[src/rtl/camera_pkg.sv]
// Shared types and constants for the camera colour tracker.
package camera_pkg;

  // Per-frame match thresholds, latched at frame close and at reset.
  typedef struct packed {
    logic [7:0] cb_min;
    logic [7:0] cr_min;
    logic [7:0] y_lo;
    logic [7:0] y_hi;
  } thr_t;

  // Byte position inside a Cb, Y0, Cr, Y1 quad.
  typedef enum logic [1:0] {
    PH_CB = 2'd0,
    PH_Y0 = 2'd1,
    PH_CR = 2'd2,
    PH_Y1 = 2'd3
  } phase_e;

  localparam logic [7:0] MARK_VAL_DEF = 8'd255;
  localparam logic [7:0] DET_VAL_DEF  = 8'd254;

  // Strict unsigned window test shared by both pixels of a quad.
  function automatic logic pix_match_f(input thr_t t, input logic [7:0] cb,
                                       input logic [7:0] cr, input logic [7:0] y);
    return (cb > t.cb_min) && (cr > t.cr_min) && (y > t.y_lo) && (y < t.y_hi);
  endfunction

endpackage

[src/rtl/camera_yuv_unpack.sv]
// Turns the Cb/Y0/Cr/Y1 byte stream into per-pixel valid, luma and match.
// Outputs are combinational so the top can register them with latency 1.
module camera_yuv_unpack
  import camera_pkg::*;
(
  input  logic       pclk,
  input  logic       reset_n,
  input  logic       clear,
  input  logic       href,
  input  logic [7:0] byte_camera,
  input  thr_t       thr,
  output logic       pix_valid,
  output logic [7:0] pix_y,
  output logic       pix_match
);

  phase_e     phase;
  logic [7:0] cb_q;
  logic [7:0] y0_q;
  logic [7:0] cr_q;
  logic [7:0] cr_cur;

  // Pixel 0 completes on the Cr byte, pixel 1 on the Y1 byte; a frame close drops the byte.
  always_comb begin
    pix_valid = 1'b0;
    pix_y     = byte_camera;
    cr_cur    = cr_q;
    if (phase == PH_CR) begin
      pix_y  = y0_q;
      cr_cur = byte_camera;
    end
    if (href && !clear && (phase == PH_CR || phase == PH_Y1))
      pix_valid = 1'b1;
    pix_match = pix_match_f(thr, cb_q, cr_cur, pix_y);
  end

  // Phase tracking and byte capture; href low or frame close restarts the quad.
  always_ff @(posedge pclk) begin
    if (!reset_n) begin
      phase <= PH_CB;
      cb_q  <= 8'd0;
      y0_q  <= 8'd0;
      cr_q  <= 8'd0;
    end else if (clear || !href) begin
      phase <= PH_CB;
    end else begin
      case (phase)
        PH_CB:   cb_q <= byte_camera;
        PH_Y0:   y0_q <= byte_camera;
        PH_CR:   cr_q <= byte_camera;
        default: ;
      endcase
      phase <= phase_e'(phase + 2'd1);
    end
  end

endmodule

[src/rtl/camera_color_tracker.sv]
// Camera byte bus to frame-buffer writer with colour-run detection and
// per-frame bounding box; results are published on each vsync rising edge.
module camera_color_tracker
  import camera_pkg::*;
#(
  parameter int         H_ACTIVE = 640,
  parameter int         V_ACTIVE = 480,
  parameter int         ADDR_W   = 20,
  parameter int         RUN_MIN  = 20,
  parameter logic [7:0] MARK_VAL = MARK_VAL_DEF,
  parameter logic [7:0] DET_VAL  = DET_VAL_DEF
) (
  input  logic                          pclk,
  input  logic                          reset_n,
  input  logic                          vsync,
  input  logic                          href,
  input  logic [7:0]                    byte_camera,
  input  logic [7:0]                    cb_min,
  input  logic [7:0]                    cr_min,
  input  logic [7:0]                    y_lo,
  input  logic [7:0]                    y_hi,
  output logic                          wr_en,
  output logic [ADDR_W-1:0]             wr_addr,
  output logic [7:0]                    wr_data,
  output logic                          frame_done,
  output logic                          found,
  output logic [$clog2(H_ACTIVE)-1:0]   det_x,
  output logic [$clog2(V_ACTIVE)-1:0]   det_y,
  output logic [$clog2(H_ACTIVE)-1:0]   bbox_x0,
  output logic [$clog2(H_ACTIVE)-1:0]   bbox_x1,
  output logic [$clog2(V_ACTIVE)-1:0]   bbox_y0,
  output logic [$clog2(V_ACTIVE)-1:0]   bbox_y1,
  output logic                          overflow
);

  localparam int XW = $clog2(H_ACTIVE);
  localparam int YW = $clog2(V_ACTIVE);
  // Counters carry one extra bit so they can sit at H_ACTIVE/V_ACTIVE when saturated.
  localparam logic [XW:0] H_LIM   = (XW+1)'(H_ACTIVE);
  localparam logic [YW:0] V_LIM   = (YW+1)'(V_ACTIVE);
  localparam logic [XW:0] X_ONE   = (XW+1)'(1);
  localparam logic [YW:0] Y_ONE   = (YW+1)'(1);
  localparam logic [7:0]  RUN_LIM = 8'(RUN_MIN);

  thr_t          thr;
  logic          vsync_q;
  logic          href_q;
  logic          vs_rise;
  logic          href_fall;

  logic          pix_valid;
  logic [7:0]    pix_y;
  logic          pix_match;

  logic [XW:0]   x_cnt;
  logic [YW:0]   y_cnt;
  logic [7:0]    run_cnt;
  logic          line_has_pix;

  logic          found_w;
  logic          ovf_w;
  logic [XW-1:0] det_x_w;
  logic [YW-1:0] det_y_w;
  logic [XW-1:0] min_x_w;
  logic [XW-1:0] max_x_w;
  logic [YW-1:0] min_y_w;
  logic [YW-1:0] max_y_w;

  logic          in_range;
  logic [7:0]    run_next;
  logic          qual;
  logic [XW-1:0] x_idx;
  logic [YW-1:0] y_idx;

  assign vs_rise   = vsync & ~vsync_q;
  assign href_fall = href_q & ~href;

  camera_yuv_unpack u_unpack (
    .pclk        (pclk),
    .reset_n     (reset_n),
    .clear       (vs_rise),
    .href        (href),
    .byte_camera (byte_camera),
    .thr         (thr),
    .pix_valid   (pix_valid),
    .pix_y       (pix_y),
    .pix_match   (pix_match)
  );

  // Per-pixel run and qualification decisions for the pixel completing this cycle.
  always_comb begin
    in_range = (x_cnt < H_LIM) && (y_cnt < V_LIM);
    x_idx    = x_cnt[XW-1:0];
    y_idx    = y_cnt[YW-1:0];
    run_next = 8'd0;
    if (pix_match)
      run_next = (run_cnt == 8'hFF) ? 8'hFF : run_cnt + 8'd1;
    qual = pix_valid && pix_match && in_range && (run_next >= RUN_LIM);
  end

  // Edge detectors and threshold latch (reloaded while in reset and at each frame close).
  always_ff @(posedge pclk) begin
    if (!reset_n) begin
      vsync_q <= 1'b0;
      href_q  <= 1'b0;
      thr     <= '{cb_min: cb_min, cr_min: cr_min, y_lo: y_lo, y_hi: y_hi};
    end else begin
      vsync_q <= vsync;
      href_q  <= href;
      if (vs_rise)
        thr <= '{cb_min: cb_min, cr_min: cr_min, y_lo: y_lo, y_hi: y_hi};
    end
  end

  // Saturating x/y coordinates and the in-line run counter.
  always_ff @(posedge pclk) begin
    if (!reset_n || vs_rise) begin
      x_cnt        <= '0;
      y_cnt        <= '0;
      run_cnt      <= 8'd0;
      line_has_pix <= 1'b0;
    end else if (href_fall) begin
      x_cnt        <= '0;
      run_cnt      <= 8'd0;
      line_has_pix <= 1'b0;
      if (line_has_pix && y_cnt != V_LIM)
        y_cnt <= y_cnt + Y_ONE;
    end else if (pix_valid) begin
      run_cnt      <= run_next;
      line_has_pix <= 1'b1;
      if (x_cnt != H_LIM)
        x_cnt <= x_cnt + X_ONE;
    end
  end

  // Working frame statistics: first detection, bounding box and sticky overflow.
  always_ff @(posedge pclk) begin
    if (!reset_n || vs_rise) begin
      found_w <= 1'b0;
      ovf_w   <= 1'b0;
      det_x_w <= '0;
      det_y_w <= '0;
      min_x_w <= '1;
      max_x_w <= '0;
      min_y_w <= '1;
      max_y_w <= '0;
    end else if (pix_valid) begin
      if (!in_range)
        ovf_w <= 1'b1;
      if (qual) begin
        found_w <= 1'b1;
        if (!found_w) begin
          det_x_w <= x_idx;
          det_y_w <= y_idx;
        end
        if (x_idx < min_x_w) min_x_w <= x_idx;
        if (x_idx > max_x_w) max_x_w <= x_idx;
        if (y_idx < min_y_w) min_y_w <= y_idx;
        if (y_idx > max_y_w) max_y_w <= y_idx;
      end
    end
  end

  // Frame-buffer write port, one strobe per in-range pixel.
  always_ff @(posedge pclk) begin
    if (!reset_n) begin
      wr_en   <= 1'b0;
      wr_addr <= '0;
      wr_data <= 8'd0;
    end else begin
      wr_en <= pix_valid && in_range;
      if (pix_valid && in_range) begin
        wr_addr <= ADDR_W'(y_cnt) * ADDR_W'(H_ACTIVE) + ADDR_W'(x_cnt);
        if (!pix_match)
          wr_data <= pix_y >> 1;
        else if (qual && !found_w)
          wr_data <= DET_VAL;
        else
          wr_data <= MARK_VAL;
      end
    end
  end

  // Publish results at frame close; zero det/bbox when nothing qualified.
  always_ff @(posedge pclk) begin
    if (!reset_n) begin
      frame_done <= 1'b0;
      found      <= 1'b0;
      overflow   <= 1'b0;
      det_x      <= '0;
      det_y      <= '0;
      bbox_x0    <= '0;
      bbox_x1    <= '0;
      bbox_y0    <= '0;
      bbox_y1    <= '0;
    end else begin
      frame_done <= vs_rise;
      if (vs_rise) begin
        found    <= found_w;
        overflow <= ovf_w;
        if (found_w) begin
          det_x   <= det_x_w;
          det_y   <= det_y_w;
          bbox_x0 <= min_x_w;
          bbox_x1 <= max_x_w;
          bbox_y0 <= min_y_w;
          bbox_y1 <= max_y_w;
        end else begin
          det_x   <= '0;
          det_y   <= '0;
          bbox_x0 <= '0;
          bbox_x1 <= '0;
          bbox_y0 <= '0;
          bbox_y1 <= '0;
        end
      end
    end
  end

endmodule

[config.mk]
export PLATFORM = sky130hd
export DESIGN_NAME = camera_color_tracker
export DESIGN_NICKNAME = d
export VERILOG_FILES = /design/src/rtl/camera_pkg.sv /design/src/rtl/camera_yuv_unpack.sv /design/src/rtl/camera_color_tracker.sv
export SDC_FILE = /design/constraint.sdc
export NUM_CORES = 1
export LEC_CHECK = 0
export CAP_MARGIN = 30
export CELL_PAD_IN_SITES_DETAIL_PLACEMENT = 1
export CELL_PAD_IN_SITES_GLOBAL_PLACEMENT = 1
export CORE_MARGIN = 1.5
export CORE_UTILIZATION = 41
export CTS_BUF_LIST = sky130_fd_sc_hd__clkbuf_2
export DETAILED_ROUTE_END_ITERATION = 16
export PLACE_DENSITY = 0.78
export RECOVER_POWER = 100
export SLEW_MARGIN = 20
export SYNTH_ARGS = -nofsm -noshare
export SYNTH_HDL_FRONTEND = slang
export SYNTH_HIERARCHICAL = 1
export SYNTH_SLANG_ARGS = --single-unit
export TNS_END_PERCENT = 30
[constraint.sdc]
create_clock -name pclk -period 3.9 [get_ports pclk]
set_input_delay 0.585 -clock pclk [delete_from_list [all_inputs] [get_ports pclk]]
set_output_delay 0.585 -clock pclk [all_outputs]
set_load 0.05 [all_outputs]
==> results of run 1 <==
critical path, delay by kind of cell, from the launching register on:
kind            cells  cell delay, ns
compound gates      8            1.40
flops               1            0.38
simple gates        2            0.53
mux                 1            0.38
buf+inv             5            0.68
fa+ha+maj           2            0.47
metal layers:
layer	up-vias	wire (microns)
li1	4539	-
met1	4741	14200
met2	238	17300
met3	76	1560
met4	0	935
met5	-	0
through the flow:
stage,hold WS [ns],utilization (%),setup WS [ns],TNS (ns)
6_report,0.181,53.2,-0.124,-1.22
5_1_grt,0.152,53.2,-0.250,-4.30
4_1_cts,0.122,51.5,0.0279,0
3_5_place_dp,0.448,48.8,-0.607,-26.17
3_3_place_gp,0.434,48.8,-0.646,-24.47
2_1_floorplan,0.432,-,0.157,0
layout make-up:
type / count / share of cell area [%]
repair buffers: 204 / 14.1
clock buffers: 96 / 3.36
multi-input cells: 763 / 40.6
well taps: 341 / 2.98
diodes: 1 / 0.0175
inverters: 85 / 2.27
flip-flops and latches: 238 / 35.6
clock inverters: 15 / 1.03
path summary, 6_finish.rpt:
path,from,end,cells past startpoint,slack (ns)
setup / recovery,u_unpack/phase[0],min_x_w[2],18,-0.12
hold / removal,reset_n,wr_addr[1],2,0.18
setup reg to reg,u_unpack/phase[0],min_x_w[2],18,-0.12
hold reg to reg,det_x_w[2],det_x_w[2],2,0.46
power by group:
group	total [mW]	switching (mW)	leakage, nW	internal, mW
Combinational	0.331	0.191	3.57	0.139
Clock	1.96	1.10	0.474	0.855
Sequential	2.53	0.0151	1.99	2.52
Total	4.82	1.31	6.03	3.51
flip-flops by register name (all words and copies together), names as in the netlist, 2 cells and up:
signal and count:
bbox_y0 9, y_cnt 10, run_cnt 8, det_y 9, bbox_x0 10, wr_addr 20, u_unpack/cb_q 8, x_cnt 11
bbox_y1 9, max_y_w 9, u_unpack/y0_q 8, max_x_w 10, min_y_w 9, det_x_w 10, det_x 10, u_unpack/cr_q 8
u_unpack/phase 2, thr 32, wr_data 8, det_y_w 9, bbox_x1 10, min_x_w 10
timing repair:
action / 4_1_cts / 5_1_grt
cloned: 1 / 5
setup buffers: 5 / 9
pin swaps: 3 / 7
endpoints found under the setup margin: 59 / 58
gates resized for setup: 10 / 57
==> flow_summary.ini, run 1 <==
[global_routing]
gr-total-overflow = 0
grt_first_pass_wirelength_mm = 51.2
grt_use_met1_pct = 26.5
busiest_layer = met2
grt_max_degree = 146
antenna_found_initial = 1
grt_use_met3_pct = 5.03
use_met2_pct = 40.5
grt_usage_pct = 22.7
grt_pass1_vias = 9876

[cts]
clk_latency_ns = 0.87
clkTransAtPathRegs_ns = 0.13
clock_sinks = 238
htreeDepth = 3
cts_root_buf = clkbuf_2
cts_buffers = 66
max-clock-path-buffers = 3
cts_tree = built
cts_hold_buf = 0

[finish]
regArea_sq_um = 5090
fill_cells = 3042
multi_input_area_sq_um = 5810
area_growth_syn_to_layout_pct = 28.1
fin_nets = 1501
layout_common_cells = 204 x dfxtp_1, 118 x nand2_1, 99 x clkdlybuf4s50_1
fin_cells = 1743
stdcell_area_sq_um = 14300
drive_above_1_share_pct = 17.4
mostFrequentLayoutCell = dfxtp_1

[timing]
hold_viol = 0
fin_crit_sh_pct = 103
layout_setup_ws_ns = -0.124
fmax_mhz = 249
finalClockSkew_ns = 0.0895
rsz0062_at_grt = yes
setup_viol = 18
worst_slew_margin_rel_pct = -4.53
worst_slew_pin_slew_ns = 1.57
finalMaxSlewViolations = 30
layout_min_cycle_time_ns = 4.02

[power_and_ir_drop]
power_density_nw_per_um2 = 337
peakVddDrop_v = 0.000146
leakagePower_nw = 6.03
p_total_mw = 4.82

[die]
row_count = 60
pin_count = 133
start_util_pct = 41.6
dieArea_sq_um = 28200
core_sq_um = 26900
fp.dieH_microns = 168
die_x_microns = 168

[setup_path]
max_stage_delay_ns = 0.44
critical_path.slowest_cell = a311o_2
cp.required_ns = 4.59
critPathKind = reg -> reg
path_cells = inv_6 -> ha_4 -> buf_6 -> buf_4 -> mux2_2 -> ha_1 -> a21boi_2 -> o211ai_2 -> a21oi_2 -> nor4_4 -> a41oi_1 -> a31oi_1 -> a211oi_4 -> buf_4 -> a311o_2 -> clkbuf_16 -> nor3_4 -> a31oi_1
cp.arrival_ns = 4.72
path_max_fanout = 5
start_kind = flip-flop
end_kind = flip-flop

[routing]
drt_first_pass_iters = 7
drc = 0
viasPerCell = 5.50
ant_nets = 0
wl_per_cell_microns = 19.5
dr.first_iter.drc_count = 476
wirelength_mm = 33.9
vias = 9594

[placed_design]
port_buffers = 132
dpl.cell_count = 1613
gp_congestion = 0.830
dpl-instance-area_sq_um = 13100
dp_hpwl_mm = 21.8

[logic_synthesis]
synth.avg_cell_area_sq_um = 9.64
netlist_instances = 1159
syn_area_sq_um = 11200
synth_fp_nets = 1302
synth_warnings = 6

[outcome]
status = finished with violations
violations = max-capacitance violations, max-slew violations, negative setup slack

[hold_path]
min_path_type = in -> reg

[flow_run]
drv_cap = 1
No activity file was read; power rests on OpenSTA's default activity.
==> inputs of run 2 (changes only) <==
--- a/config.mk
+++ b/config.mk
@@ -19,4 +19,3 @@
 export SYNTH_HDL_FRONTEND = slang
 export SYNTH_HIERARCHICAL = 1
 export SYNTH_SLANG_ARGS = --single-unit
-export TNS_END_PERCENT = 30
==> flow_summary.ini, run 2 (synthesis gave the netlist of run 1 again) <==
[global_routing]
use_met2_pct = 40.5
grt_use_met1_pct = 26.5
grt_pass1_vias = 9876
busiest_layer = met2
gr-total-overflow = 0
grt_use_met3_pct = 5.03
antenna_found_initial = 1
grt_first_pass_wirelength_mm = 51.2
grt_usage_pct = 22.7
grt_max_degree = 146

[setup_path]
end_kind = flip-flop
r2r_slack_ns = -0.14
reg2reg_depth = 18
cp.arrival_ns = 4.74
reg2reg_to = min_x_w[2]
path_max_fanout = 5
r2r-start = u_unpack/phase[0]
start_kind = flip-flop
critPathKind = reg -> reg
crit_start = u_unpack/phase[0]
cp.required_ns = 4.60

[routing]
wirelength_mm = 34.0
vias = 9579
dr.first_iter.drc_count = 526
wl_per_cell_microns = 19.5
ant_nets = 0
drt_first_pass_iters = 5
drc = 0
viasPerCell = 5.49

[die]
fp.dieH_microns = 168
start_util_pct = 41.6
core_sq_um = 26900
pin_count = 133
row_count = 60
dieArea_sq_um = 28200
die_x_microns = 168

[cts]
htreeDepth = 3
max-clock-path-buffers = 3
clock_sinks = 238
cts_tree = built
cts_buffers = 66
cts_root_buf = clkbuf_2
clk_latency_ns = 0.87
clkTransAtPathRegs_ns = 0.13

[finish]
top_register = thr
largest_reg_flops = 32
multi_input_area_sq_um = 5830
mostFrequentLayoutCell = dfxtp_1
drive_above_1_share_pct = 17.7
layout_common_cells = 204 x dfxtp_1, 116 x nand2_1, 99 x clkdlybuf4s50_1
regArea_sq_um = 5090
area_growth_syn_to_layout_pct = 28.3
fill_cells = 3043
fin_nets = 1503
reg.largest.list = thr x32, wr_addr x20, x_cnt x11
fin_util_pct = 53.3

[hold_path]
holdPathEnd = wr_addr[1]
hold_depth = 2
hp-start = reset_n
min_path_type = in -> reg

[power_and_ir_drop]
power_frac_seq_pct = 52.5
combPwrFrac_pct = 6.8
leakagePower_nw = 6.06
p_clk_share_pct = 40.7
peakVddDrop_v = 0.000145
switching_share_pct = 27.3
power_density_nw_per_um2 = 337
power.switching_mw = 1.32
p_int_mw = 3.51

[placed_design]
post-place-ws_ns = -0.607
gp_congestion = 0.830
dp_hpwl_mm = 21.8
port_buffers = 132

[timing]
layout_min_cycle_time_ns = 4.04
worst_slew_margin_rel_pct = -3.87
tns_ns = -1.25
finalClockSkew_ns = 0.0912
setup_viol = 18
rsz0062_at_grt = yes
hold_viol = 0
finalMaxSlewViolations = 30
layout_setup_ws_ns = -0.137
fmax_mhz = 248
worst_slew_pin_slew_ns = 1.56
hold_slack_ns = 0.175
fin_crit_sh_pct = 104

[outcome]
status = finished with violations
violations = max-capacitance violations, max-slew violations, negative setup slack

[flow_run]
drv_cap = 1
## run 2: area by class of cell
cell class / instances / area share [%]
Multi-Input combinational cell: 763 / 40.7
Antenna cell: 1 / 0.0175
Tap cell: 341 / 2.98
Inverter: 85 / 2.26
Clock buffer: 96 / 3.35
Timing Repair Buffer: 206 / 14.2
Clock inverter: 15 / 1.03
Sequential cell: 238 / 35.5
## run 2: what timing repair did
| action | 4_1_cts | 5_1_grt |
|---|---|---|
| resized for setup | 10 | 61 |
| gates cloned | 1 | 5 |
| buffers inserted | 5 | 11 |
| setup endpoints to repair | 59 | 58 |
| hold buffers | 0 | 0 |
| pin swaps | 3 | 8 |
## run 2: metrics by stage
step | instances | power, mW | instance area [sq um]
after floorplan | 1159 | 2.74 | 11200
after global placement | 1612 | 2.87 | 13100
after detailed placement | 1613 | 2.88 | 13100
after CTS | 1730 | 4.85 | 13800
after global routing | 1745 | 5.07 | 14300
final | 1745 | 4.83 | 14300
## run 2: worst max path at each step
stage	end	slack (ns)
CTS	min_x_w[2]	0.03
floorplan	max_x_w[5]	0.16
finish	min_x_w[2]	-0.14
global placement	det_y_w[3]	-0.65
global route	min_x_w[2]	-0.25
detailed placement	det_y_w[3]	-0.61
## run 2: power by group through the flow
| stage | registers (mW) | clock network [mW] | logic (mW) |
|---|---|---|---|
| after floorplan | 2.59 | 0 | 0.146 |
| after global placement | 2.59 | 0 | 0.279 |
| after detailed placement | 2.59 | 0 | 0.291 |
| after CTS | 2.53 | 2.02 | 0.294 |
| after global routing | 2.54 | 2.18 | 0.358 |
| final | 2.53 | 1.96 | 0.331 |
## run 2: per-layer routing
metal / wire length, microns / part of all wire (%)
met1: 14200 / 42
met2: 17300 / 51
met3: 1480 / 4.3
met4: 986 / 2.9
met5: 0 / 0
## run 2: worst max-delay path: stages, from the launching register on
cell	delay (ns)
dfxtp_4	0.38
inv_6	0.07
ha_4	0.19
buf_6	0.14
buf_4	0.11
mux2_2	0.38
ha_1	0.28
a21boi_2	0.16
o211ai_2	0.16
a21oi_2	0.10
nor4_4	0.37
a41oi_1	0.08
a31oi_1	0.28
a211oi_4	0.13
buf_4	0.16
a311o_2	0.45
clkbuf_16	0.20
nor3_4	0.17
a31oi_1	0.05
